===== config.mk =====
export PLATFORM = sky130hd
export DESIGN_NAME = sbox_layer_serial
export DESIGN_NICKNAME = d
export VERILOG_FILES = /design/src/rtl/sbox_layer_serial.sv
export SDC_FILE = /design/constraint.sdc
export NUM_CORES = 1
export LEC_CHECK = 0
export BUFFER_PORTS_ARGS = -buffer_cell sky130_fd_sc_hd__clkbuf_2
export CAP_MARGIN = 0
export CORE_MARGIN = 2
export CORE_UTILIZATION = 54
export DETAILED_ROUTE_END_ITERATION = 10
export GPL_TIMING_DRIVEN = 1
export MAX_ROUTING_LAYER = met4
export PLACE_DENSITY_LB_ADDON = 0.1
export SLEW_MARGIN = 20
export SYNTH_ARGS = -nofsm -noshare
export SYNTH_HDL_FRONTEND = slang
export SYNTH_SLANG_ARGS = --single-unit

===== constraint.sdc =====
create_clock -name clk -period 3.1 [get_ports clk]
set_input_delay 0.465 -clock clk [delete_from_list [all_inputs] [get_ports clk]]
set_output_delay 0.465 -clock clk [all_outputs]
set_load 0.005 [all_outputs]

===== src/rtl/sbox_layer_serial.sv =====
// sbox_layer_serial: multi-cycle QARMAv2 S-box layer (forward sigma_rho or inverse).
// Substitutes LANES 4-bit cells per clock over an NIBBLES-cell state, with
// valid/ready handshakes on the input and output sides.
module sbox_layer_serial #(
  parameter int NIBBLES = 32,
  parameter int LANES   = 4
) (
  input  logic                   clk,
  input  logic                   rst_n,
  input  logic                   in_valid,
  output logic                   in_ready,
  input  logic                   in_inverse,
  input  logic [4*NIBBLES-1:0]   in_data,
  output logic                   out_valid,
  input  logic                   out_ready,
  output logic [4*NIBBLES-1:0]   out_data,
  output logic                   busy
);

  localparam int BEATS = NIBBLES / LANES;
  localparam int W     = 4 * NIBBLES;
  localparam int LW    = 4 * LANES;
  localparam int CW    = (BEATS > 1) ? $clog2(BEATS) : 1;

  if (NIBBLES < 1 || LANES < 1 || (NIBBLES % LANES) != 0) begin : g_bad_params
    $error("sbox_layer_serial: need NIBBLES >= 1, LANES >= 1 and LANES dividing NIBBLES");
  end

  typedef enum logic [1:0] {S_IDLE, S_RUN, S_DONE} state_e;

  function automatic logic [3:0] sbox_fwd(input logic [3:0] x);
    logic [3:0] y;
    case (x)
      4'h0: y = 4'h4;  4'h1: y = 4'h7;  4'h2: y = 4'h9;  4'h3: y = 4'hB;
      4'h4: y = 4'hC;  4'h5: y = 4'h6;  4'h6: y = 4'hE;  4'h7: y = 4'hF;
      4'h8: y = 4'h0;  4'h9: y = 4'h5;  4'hA: y = 4'h1;  4'hB: y = 4'hD;
      4'hC: y = 4'h8;  4'hD: y = 4'h3;  4'hE: y = 4'h2;  default: y = 4'hA;
    endcase
    return y;
  endfunction

  function automatic logic [3:0] sbox_inv(input logic [3:0] x);
    logic [3:0] y;
    case (x)
      4'h0: y = 4'h8;  4'h1: y = 4'hA;  4'h2: y = 4'hE;  4'h3: y = 4'hD;
      4'h4: y = 4'h0;  4'h5: y = 4'h9;  4'h6: y = 4'h5;  4'h7: y = 4'h1;
      4'h8: y = 4'hC;  4'h9: y = 4'h2;  4'hA: y = 4'hF;  4'hB: y = 4'h3;
      4'hC: y = 4'h4;  4'hD: y = 4'hB;  4'hE: y = 4'h6;  default: y = 4'h7;
    endcase
    return y;
  endfunction

  state_e          state_q;
  logic [CW-1:0]   cnt_q;
  logic [W-1:0]    data_q, data_d;
  logic            mode_q;
  logic            in_ready_q, out_valid_q, busy_q;
  logic [LW-1:0]   lanes_sub;

  // S-box the LANES lowest cells of the working register under the latched mode
  always_comb begin
    lanes_sub = '0;
    for (int unsigned l = 0; l < LANES; l++) begin
      lanes_sub[4*l +: 4] = mode_q ? sbox_inv(data_q[4*l +: 4]) : sbox_fwd(data_q[4*l +: 4]);
    end
  end

  // The register rotates right by LANES cells each beat, the substituted cells
  // re-entering at the top; after BEATS beats every cell is back in place,
  // substituted once, lowest first. Keeps all selects constant.
  if (BEATS == 1) begin : g_one_beat
    assign data_d = lanes_sub;
  end else begin : g_multi_beat
    assign data_d = {lanes_sub, data_q[W-1:LW]};
  end

  // Control FSM with registered handshake/status outputs
  always_ff @(posedge clk or negedge rst_n) begin
    if (!rst_n) begin
      state_q     <= S_IDLE;
      cnt_q       <= '0;
      data_q      <= '0;
      mode_q      <= 1'b0;
      in_ready_q  <= 1'b1;
      out_valid_q <= 1'b0;
      busy_q      <= 1'b0;
    end else begin
      unique case (state_q)
        S_IDLE: begin
          if (in_valid) begin
            data_q     <= in_data;
            mode_q     <= in_inverse;
            cnt_q      <= '0;
            state_q    <= S_RUN;
            in_ready_q <= 1'b0;
            busy_q     <= 1'b1;
          end
        end
        S_RUN: begin
          data_q <= data_d;
          cnt_q  <= cnt_q + CW'(1);
          if (cnt_q == CW'(BEATS - 1)) begin
            cnt_q       <= '0;
            state_q     <= S_DONE;
            out_valid_q <= 1'b1;
          end
        end
        S_DONE: begin
          if (out_ready) begin
            state_q     <= S_IDLE;
            out_valid_q <= 1'b0;
            busy_q      <= 1'b0;
            in_ready_q  <= 1'b1;
          end
        end
        default: begin
          state_q     <= S_IDLE;
          in_ready_q  <= 1'b1;
          out_valid_q <= 1'b0;
          busy_q      <= 1'b0;
        end
      endcase
    end
  end

  assign in_ready  = in_ready_q;
  assign out_valid = out_valid_q;
  assign busy      = busy_q;
  assign out_data  = data_q;

endmodule


* Word level (Yosys, flattened, before mapping)
Memories as Yosys holds them, arrays and structs flattened. Cells that the tools add are included.
Storage, ports and cells: memories 8, bits in registers 137, bits of input ports 133, output and inout bits 131, word-level logic and storage cells 52, memory bits (read-only) 512
Memories:
- (name not given) | words 16, width 4, read ports 1, clocked after Yosys merged registers in 0, write ports 0, RTL line 44 | case (x)
- (name not given) | words 16, width 4, read ports 1, clocked after Yosys merged registers in 0, write ports 0, RTL line 33 | case (x)
- (name not given) | words 16, width 4, read ports 1, clocked after Yosys merged registers in 0, write ports 0, RTL line 44
- (name not given) | words 16, width 4, read ports 1, clocked after Yosys merged registers in 0, write ports 0, RTL line 33
- (name not given) | words 16, width 4, read ports 1, clocked after Yosys merged registers in 0, write ports 0, RTL line 44
- (name not given) | words 16, width 4, read ports 1, clocked after Yosys merged registers in 0, write ports 0, RTL line 33
- +2 memories
Cells by class: equal/unequal tests 6, reduce and logical (&&, ||, !) cells 7, bitwise gates (word level) 2, add/subtract/negate cells 1, multiplexer cells 21
Operator list (number):
- 128-bit one-hot mux with 2 select lines | 1
- 128-bit two-way mux | 1
- 4-bit two-way mux | 4
- 1-bit one-hot mux with 3 select lines | 3
- 3-bit AND reduction | 3
- 2-bit two-way mux | 3
- 3-bit two-way mux | 2
- 2-bit != test (second input constant) | 3
- 2-bit one-hot mux with 3 select lines | 1
- 3-bit one-hot mux with 2 select lines | 1
- 1-bit two-way mux | 5
- 2-bit AND reduction | 2
- 3-bit by 1-bit adder with 3-bit output (second input constant) | 1
- 3-bit equality test (second input constant) | 1
- 2-bit by 1-bit equality test with 1-bit output (second input constant) | 1
- 2-bit equality test (second input constant) | 1
- 2-bit zero test | 1
- 1-bit NOT | 2
- 2-bit nonzero test | 1

* Longest topological paths before layout
Gate-level depths: netlist of the first run.
depth in word-level cells 3, depth in mapped cells 7, mapped depth without buffers 6

* Least setup slack after synthesis of the first run
OpenSTA, ideal clock, no wires.
kind register -> register, start register data_q[4], in the netlist out_data[4], end register data_q[118], in the netlist out_data[118], data required time 2.979 ns, setup time 0.121 ns, clock period less this slack 1.773 ns, stages on the path, launching flop included 7, setup slack 1.327 ns, data arrival time 1.652 ns, path buffers 0, cell sequence dfrtp_1 -> inv_1 -> ha_1 -> or3b_2 -> or3b_2 -> nand4_1 -> a22o_1
Between the ends: word-level cells in the longest chain between the ends 3, elaborated cells between the ends (all ways) 4, classes of those cells mux: 2; memory: 2
Ends and longest elaborated chain:
- start: declaration | RTL line 55 | logic [W-1:0] data_q, data_d;
- start signal: assignment | RTL line 91 | data_q <= in_data;
- start signal: assignment | RTL line 100 | data_q <= data_d;
- memory read 16 x 4 bit, on equally long branches
- 4-bit two-way mux * | RTL line 64 | lanes_sub[4*l +: 4] = mode_q ? sbox_inv(data_q[4*l +: 4]) : sbox_fwd(data_q[4*l +: 4]);
- 128-bit one-hot mux with 2 select lines * | RTL line 88 | unique case (state_q)
Mark *: on every way between the ends. The rest lies on a longest branch, timed or not. A chain may end at the register's enable or synchronous reset.

* Worst setup path after layout of the first run
start register state_q[1], end register data_q[121], in the netlist out_data[121]
Between the ends: word-level cells in the longest chain between the ends 3, elaborated cells between the ends (all ways) 6, classes of those cells eq/ne: 2; mux: 1; reduce/logical: 3
Ends and longest elaborated chain:
- start: declaration | RTL line 53 | state_e state_q;
- start signal: assignment | RTL line 80 | state_q <= S_IDLE;
- start signal: assignment | RTL line 94 | state_q <= S_RUN;
- start signal: assignment | RTL line 104 | state_q <= S_DONE;
- 2-bit by 1-bit equality test with 1-bit output or 2-bit zero test (tied branches) | RTL line 88
- 2-bit nonzero test (no line) or 2-bit != test (tied branches)
- 2-bit AND reduction (no line)
Parallel ways exist; a longest one is shown, timed or not.

==> out/results.tsv, run 1 <==
metric	value	unit
outcome	finished clean	
grt_pass1_vias	6813	
p_seq_share	36.4	%
vias	7459	
wirelength	23.6	mm
drc	0	
path_clk_slew	0.06	ns
dieWidth	121	um
synth_top_area_share	46.4	%
setup_viol	0	
cts_tree	built	
crit_buf_inv	1	
powerDensity	1170	nW/um2
place_area	8710	um2
power_frac_clock	19.6	%
synth_ff_type	dfrtp_1	
hold_class	input pin to asynchronous set/reset pin	
ctsHoldBuffers	0	
netlist_instances	885	
start_util	55.4	%
clock-sinks	137	
drive_above_1_share	28.7	%
max_slew_margin	54.7	%
synth-edff-count	0	
critPathMaxFanout	68	
drt_first_pass_iters	6	
ant_nets	0	
gp_congestion	0.887	
fin_tns_setup	0	ns
synth_seq_cells	137	
synth.net_count	1043	
cts_setup_buffers	0	
worst_slew_pin_slew	0.679	ns
leakage	4.60	nW
final_core_util	70.5	%
cts_max_level	4	
routedWlPerCell	18.2	um
cts-buffers-inserted	17	
finClkSkew	0.0105	ns
p_switching	4.71	mW
path_class	flop to flop	
required	3.47	ns
fin_nets	1268	
viasPerCell	5.74	
design_area	9340	um2
grt-ovfl-total	0	
startpoint_type	flop	
synth_top_cell_by_area	dfrtp_1	
crit_chain	nand2b_4, buf_12, nand2_1, a21oi_1, a221o_1	
io_pins	264	
grt_pass1_wl	36.8	mm
power_frac_comb	44.0	%
p_sw_share	43.1	%
num_antenna_cells	0	
core_area	13200	um2
cts-resized-gates	0	
syn2layout_area_growth	27.3	%
netlist_area	7340	um2
synthMostInstantiatedCell	nand2_1	
die_h	121	um
grt_max_degree	71	
antenna_found_initial	0	
netlist_top_cells_area	dfrtp_1 (46%), nand2_1 (12%), a31oi_1 (8.9%)	
die_area	14500	um2
p_int	6.23	mW
min_period	2.22	ns
ys_seq_area_share	46.7	%
clk_path_buf_depth	2	
hold_viol	0	
dpl.hpwl	16.7	mm
ir_worst_vdd	0.772	mV
slowest_delay	0.78	ns
synth_warnings	0	
fmax	0.449	GHz
worstPathArrival	2.59	ns
syn_avg_cell_area	8.29	um2
cp-end-kind	flop	
cts-root-buf	clkbuf_16	
synth_commonest_cells	nand2_1 (236), dfrtp_1 (136), nor2_1 (136), a31oi_1 (104), a21oi_1 (38)	
period_share	71.8	%
track_usage	33.9	%
first_iter_violations	835	
rsz0062_at_grt	false	
crit_slowest_cell	dfrtp_1	
async_reset_ff_share	100	%
fill_cells	1134	
yosysUniqueCellTypes	50	
clock_latency	0.43	ns
critPathTopFamily	flip-flops	
cap_violations	0	
rows	42	
slew_viol_final	0	
io_buffers	263	
-- logic make-up after synthesis --
group                      count (synthesis)  synth area share (%)
DFF                                      137                  46.7
buffers and inverters                     90                  5.99
AOI/OAI and AO/OA                        208                  18.2
muxes                                     10                  1.88
adders and majority gates                 25                  4.26
xor gates and xnor gates                   4                 0.478
and+or+nand+nor                          411                  22.5
-- area by class of cell --
class	instances	area, um2	share of cell area, %
Multi-Input combinational cell	658	3490	37.4
Sequential cell	137	3430	36.7
Timing Repair Buffer	277	1500	16.1
Clock buffer	20	467	5.00
Tap cell	176	220	2.36
Clock inverter	12	161	1.73
Inverter	19	71.3	0.763
-- power by group through the flow --
stage               clock [mW]  combinational, mW  sequential (mW)
floorplan                    0               3.13             3.52
global placement             0               4.65             3.96
detailed placement           0               4.78             3.94
CTS                       2.16               4.80             3.94
global route              2.25               5.38             4.10
finish                    2.14               4.82             3.99
-- sequential cells by signal, summed over array words and instances (netlist names) --
name,cells
out_data,128
busy,1
in_ready,1
cnt_q,3
out_valid,1
state_q,2
mode_q,1
-- worst reg2reg max path: cells and delay by family, from the launching register on --
family | cells | cell delay, ns
AO/OA/AOI/OAI | 2 | 0.29
buffers and inverters | 1 | 0.37
flip-flops | 1 | 0.78
AND/OR/NAND/NOR | 2 | 0.72
-- through the flow --
stage / total power, mW / setup slack, ns / hold WS (ns) / cells
global route: 11.7 / 0.773 / 0.0764 / 1299
detailed placement: 8.73 / 0.929 / 0.486 / 1267
CTS: 10.9 / 0.928 / 0.0749 / 1299
finish: 10.9 / 0.875 / 0.0374 / 1299
floorplan: 6.66 / 1.33 / 0.169 / 885
global placement: 8.61 / 0.976 / 0.485 / 1267
-- metal layers --
layer / part of all wire [%] / GRT usage (%)
met5: 0 / -
met4: 3.8 / 13.7
met3: 9.0 / 7.31
met2: 45 / 48.4
met1: 43 / 47.4
-- cell usage in the layout, fill, tap and decap left out, types with 2 or more instances in the layout --
cell / synthesis / routed
clkbuf_16: 0 / 17
o21ai_0: 17 / 17
ha_1: 25 / 25
nand4_1: 2 / 2
nor2_1: 136 / 136
o31ai_1: 3 / 3
clkinvlp_4: 0 / 3
o22ai_1: 8 / 8
inv_1: 18 / 18
buf_4: 17 / 8
a21oi_1: 38 / 38
nand2_1: 236 / 235
bufinv_16: 0 / 3
clkbuf_2: 0 / 262
buf_12: 0 / 6
o22a_1: 5 / 5
a221o_1: 3 / 3
nor3_1: 4 / 4
mux2i_1: 7 / 7
dfrtp_1: 136 / 136
inv_6: 0 / 4
o211ai_1: 4 / 4
nand2b_1: 6 / 6
a2111oi_0: 3 / 3
o32ai_1: 2 / 2
a31oi_1: 104 / 104
a221oi_1: 3 / 3
nand3_1: 2 / 2
a2bb2oi_1: 2 / 2
nor2b_1: 14 / 12
nor3b_1: 3 / 3
xor2_1: 3 / 3
or3b_2: 2 / 2
clkbuf_8: 0 / 3
mux4_2: 3 / 3
o221ai_1: 3 / 3
a22o_1: 5 / 5
-- final timing paths --
path | endpoint | slack [ns] | cells after the start | start
setup reg to reg | out_data[121] | 0.88 | 5 | state_q[1]
hold / removal | out_data[116] | 0.04 | 1 | rst_n
hold reg to reg | cnt_q[0] | 0.49 | 1 | cnt_q[0]
min in group clk | mode_q | 0.24 | 3 | in_inverse
max in group asynchronous | out_data[83] | 2.25 | 2 | rst_n
setup / recovery | out_data[121] | 0.88 | 5 | state_q[1]
Power figures use the tool's default switching activity.
==> run 2: changes to the inputs <==
- ABC_AREA: not set -> 1
- CORE_UTILIZATION: 54 -> 50
- clock period: 3.1 -> 2.1 ns (I/O delays scaled with it)
==> run 2 against run 1 <==
  * Sequential power rose by 45%
  * Core utilization decreased by 4.5 points
  * Sequential share of layout area grew 1.1 points
  * First-iteration DRC count shrank 8.7%
  * Combinational power grew 62%
  * Clock power is 37% higher
  * Wire length is 4.2% higher
  * Design area is 3.0% lower
==> out/results.tsv, run 2 <==
metric	value	unit
syn_avg_cell_area	8.25	um2
synth_top_cell_by_area	dfrtp_1	
synth_ff_type	dfrtp_1	
grt-ovfl-total	0	
fmax	0.594	GHz
die_area	14900	um2
track_usage	34.1	%
cts-resized-gates	0	
syn2layout_area_growth	30.1	%
reg2reg_slack	0.42	ns
cts_tree	built	
vias	7470	
critPathLaunch	state_q[1]	
finClkSkew	0.00826	ns
synth_adder_area_share	4.49	%
clock_latency	0.42	ns
final_common_cell	clkbuf_2	
final_core_util	66.1	%
synth_top_family_by_area	compound AO/OA/AOI/OAI gates	
io_buffers	263	
dieWidth	122	um
netlist_area	6970	um2
grt_pass1_wl	37.4	mm
crit_chain	nor2_4, nand2_2, buf_4, o21ai_1, a22oi_1	
grt_pass1_vias	6913	
ant_nets	0	
viasPerCell	5.84	
crit_buf_inv	1	
crit_slowest_cell	dfrtp_1	
hold_viol	0	
synth_commonest_cells	nand2_1 (146), dfrtp_1 (136), nor2_1 (119), a21oi_1 (107), o22ai_1 (89)	
cts_max_level	4	
synth.net_count	1002	
ys_seq_area_share	49.2	%
grt_max_degree	89	
critPathMaxFanout	19	
drc	0	
reg2reg_to	out_data[14]	
core_area	13700	um2
synthMuxAreaShare	0	%
synthSimpleGateAreaFrac	19.3	%
path_clk_slew	0.06	ns
worstPathArrival	1.96	ns
synthMostInstantiatedCell	nand2_1	
powerDensity	1820	nW/um2
synth-edff-count	0	
slowest_delay	0.47	ns
startpoint_type	flop	
clock-sinks	137	
leakage	4.56	nW
setup_slack	0.417	ns
ctsHoldBuffers	1	
gp_congestion	0.907	
drive_above_1_share	29.3	%
io_pins	264	
start_util	50.8	%
fill_cells	1219	
cts_setup_buffers	0	
hp-start	in_inverse	
layout_common_cells	clkbuf_2 (262), nand2_1 (146), dfrtp_1 (136), nor2_1 (119), a21oi_1 (107)	
largest_reg_flops	128	
rows	43	
required	2.38	ns
place_ws	0.433	ns
clk_path_buf_depth	2	
fin_tns_setup	0	ns
synth-xor-area-share	0	%
critPathTopFamily	simple AND/OR/NAND/NOR gates	
worst_slew_pin_slew	0.564	ns
synth_top_area_share	48.9	%
max_slew_margin	62.2	%
cts-root-buf	clkbuf_16	
reg2reg_from	state_q[1]	
drt_first_pass_iters	5	
synth_seq_cells	137	
outcome	finished clean	
first_iter_violations	762	
path_class	flop to flop	
routedWlPerCell	19.2	um
worstSetupEndpoint	out_data[14]	
synth_warnings	0	
ir_worst_vdd	0.982	mV
setup_viol	0	
die_h	122	um
cap_violations	0	
min_period	1.68	ns
netlist_instances	844	
cp-end-kind	flop	
slew_viol_final	0	
synth_compound_area_share	21.1	%
yosysUniqueCellTypes	27	
rsz0062_at_grt	false	
reg2reg_depth	5	
wirelength	24.6	mm
hold_class	input pin to flop	
antenna_found_initial	0	
netlist_top_cells_area	dfrtp_1 (49%), o22ai_1 (8.0%), nand2_1 (7.9%)	
cp.depth	5	
period_share	80.1	%
num_antenna_cells	0	
async_reset_ff_share	100	%
dpl.hpwl	17.3	mm
cts-buffers-inserted	17	
fin_nets	1246	
-- run 2: cell types whose count changed in the layout (fill, tap and decap cells not counted), sizes merged, moves of 16 or more --
cell   change
a22oi     +16
nand2     -89
a21oi     +69
nand3     +51
a31oi    -104
o22ai     +81
o21ai     +27
-- run 2: tightest hold or removal path, delay by kind of cell --
family | cells | cell delay [ns]
buf+inv | 1 | 0.09
compound gates | 1 | 0.06
simple gates | 1 | 0.05
-- run 2: cells by family (layout without fill, tap and decap cells) --
logic type	count (synthesis)	in the layout
and+or+nand+nor	326	326
DFF	137	137
AOI/OAI and AO/OA	261	261
adders and majority gates	25	25
buffers and inverters	95	351
-- run 2: layout make-up --
type / instances / area (um2) / area share, %
sequential: 137 / 3430 / 37.8
multi-input combinational: 612 / 3130 / 34.5
timing repair buffer: 280 / 1550 / 17.1
clock buffer: 24 / 512 / 5.64
tap: 180 / 225 / 2.48
inverter: 40 / 154 / 1.70
clock inverter: 7 / 65.1 / 0.718
-- run 2: metal layers --
layer	part of all wire, %	global-route usage, %	vias up	wire length (um)
met4	3.0	13.1	0	744
met1	41	45.5	3570	10100
li1	-	-	3411	-
met2	47	52.0	439	11600
met5	0	-	-	0
met3	8.8	6.09	50	2160
-- run 2: how the worst min path moves through the flow --
| stage | end | cells after the start |
|---|---|---|
| final | mode_q | 3 |
| after global routing | state_q[1] | 2 |
| after CTS | mode_q | 3 |
| after detailed placement | out_data[113] | 1 |
| after global placement | out_data[113] | 1 |
| after floorplan | busy | 0 |
-- run 2: stage by stage --
step / instances / cell area (um2) / hold slack (ns) / total power, mW
6_report: 1280 / 9070 / 0.128 / 16.5
5_1_grt: 1280 / 9070 / 0.132 / 17.7
4_1_cts: 1280 / 9070 / 0.113 / 16.4
3_5_place_dp: 1248 / 8480 / 0.289 / 13.4
3_3_place_gp: 1248 / 8480 / 0.290 / 13.3
2_1_floorplan: 844 / 6970 / 0.0194 / 10.1
-- run 2: report_power, final --
part           leakage [nW]  switching, mW  internal (mW)
sequential             1.54           1.75           4.02
clock                 0.284           1.12           1.80
combinational          2.73           4.54           3.25
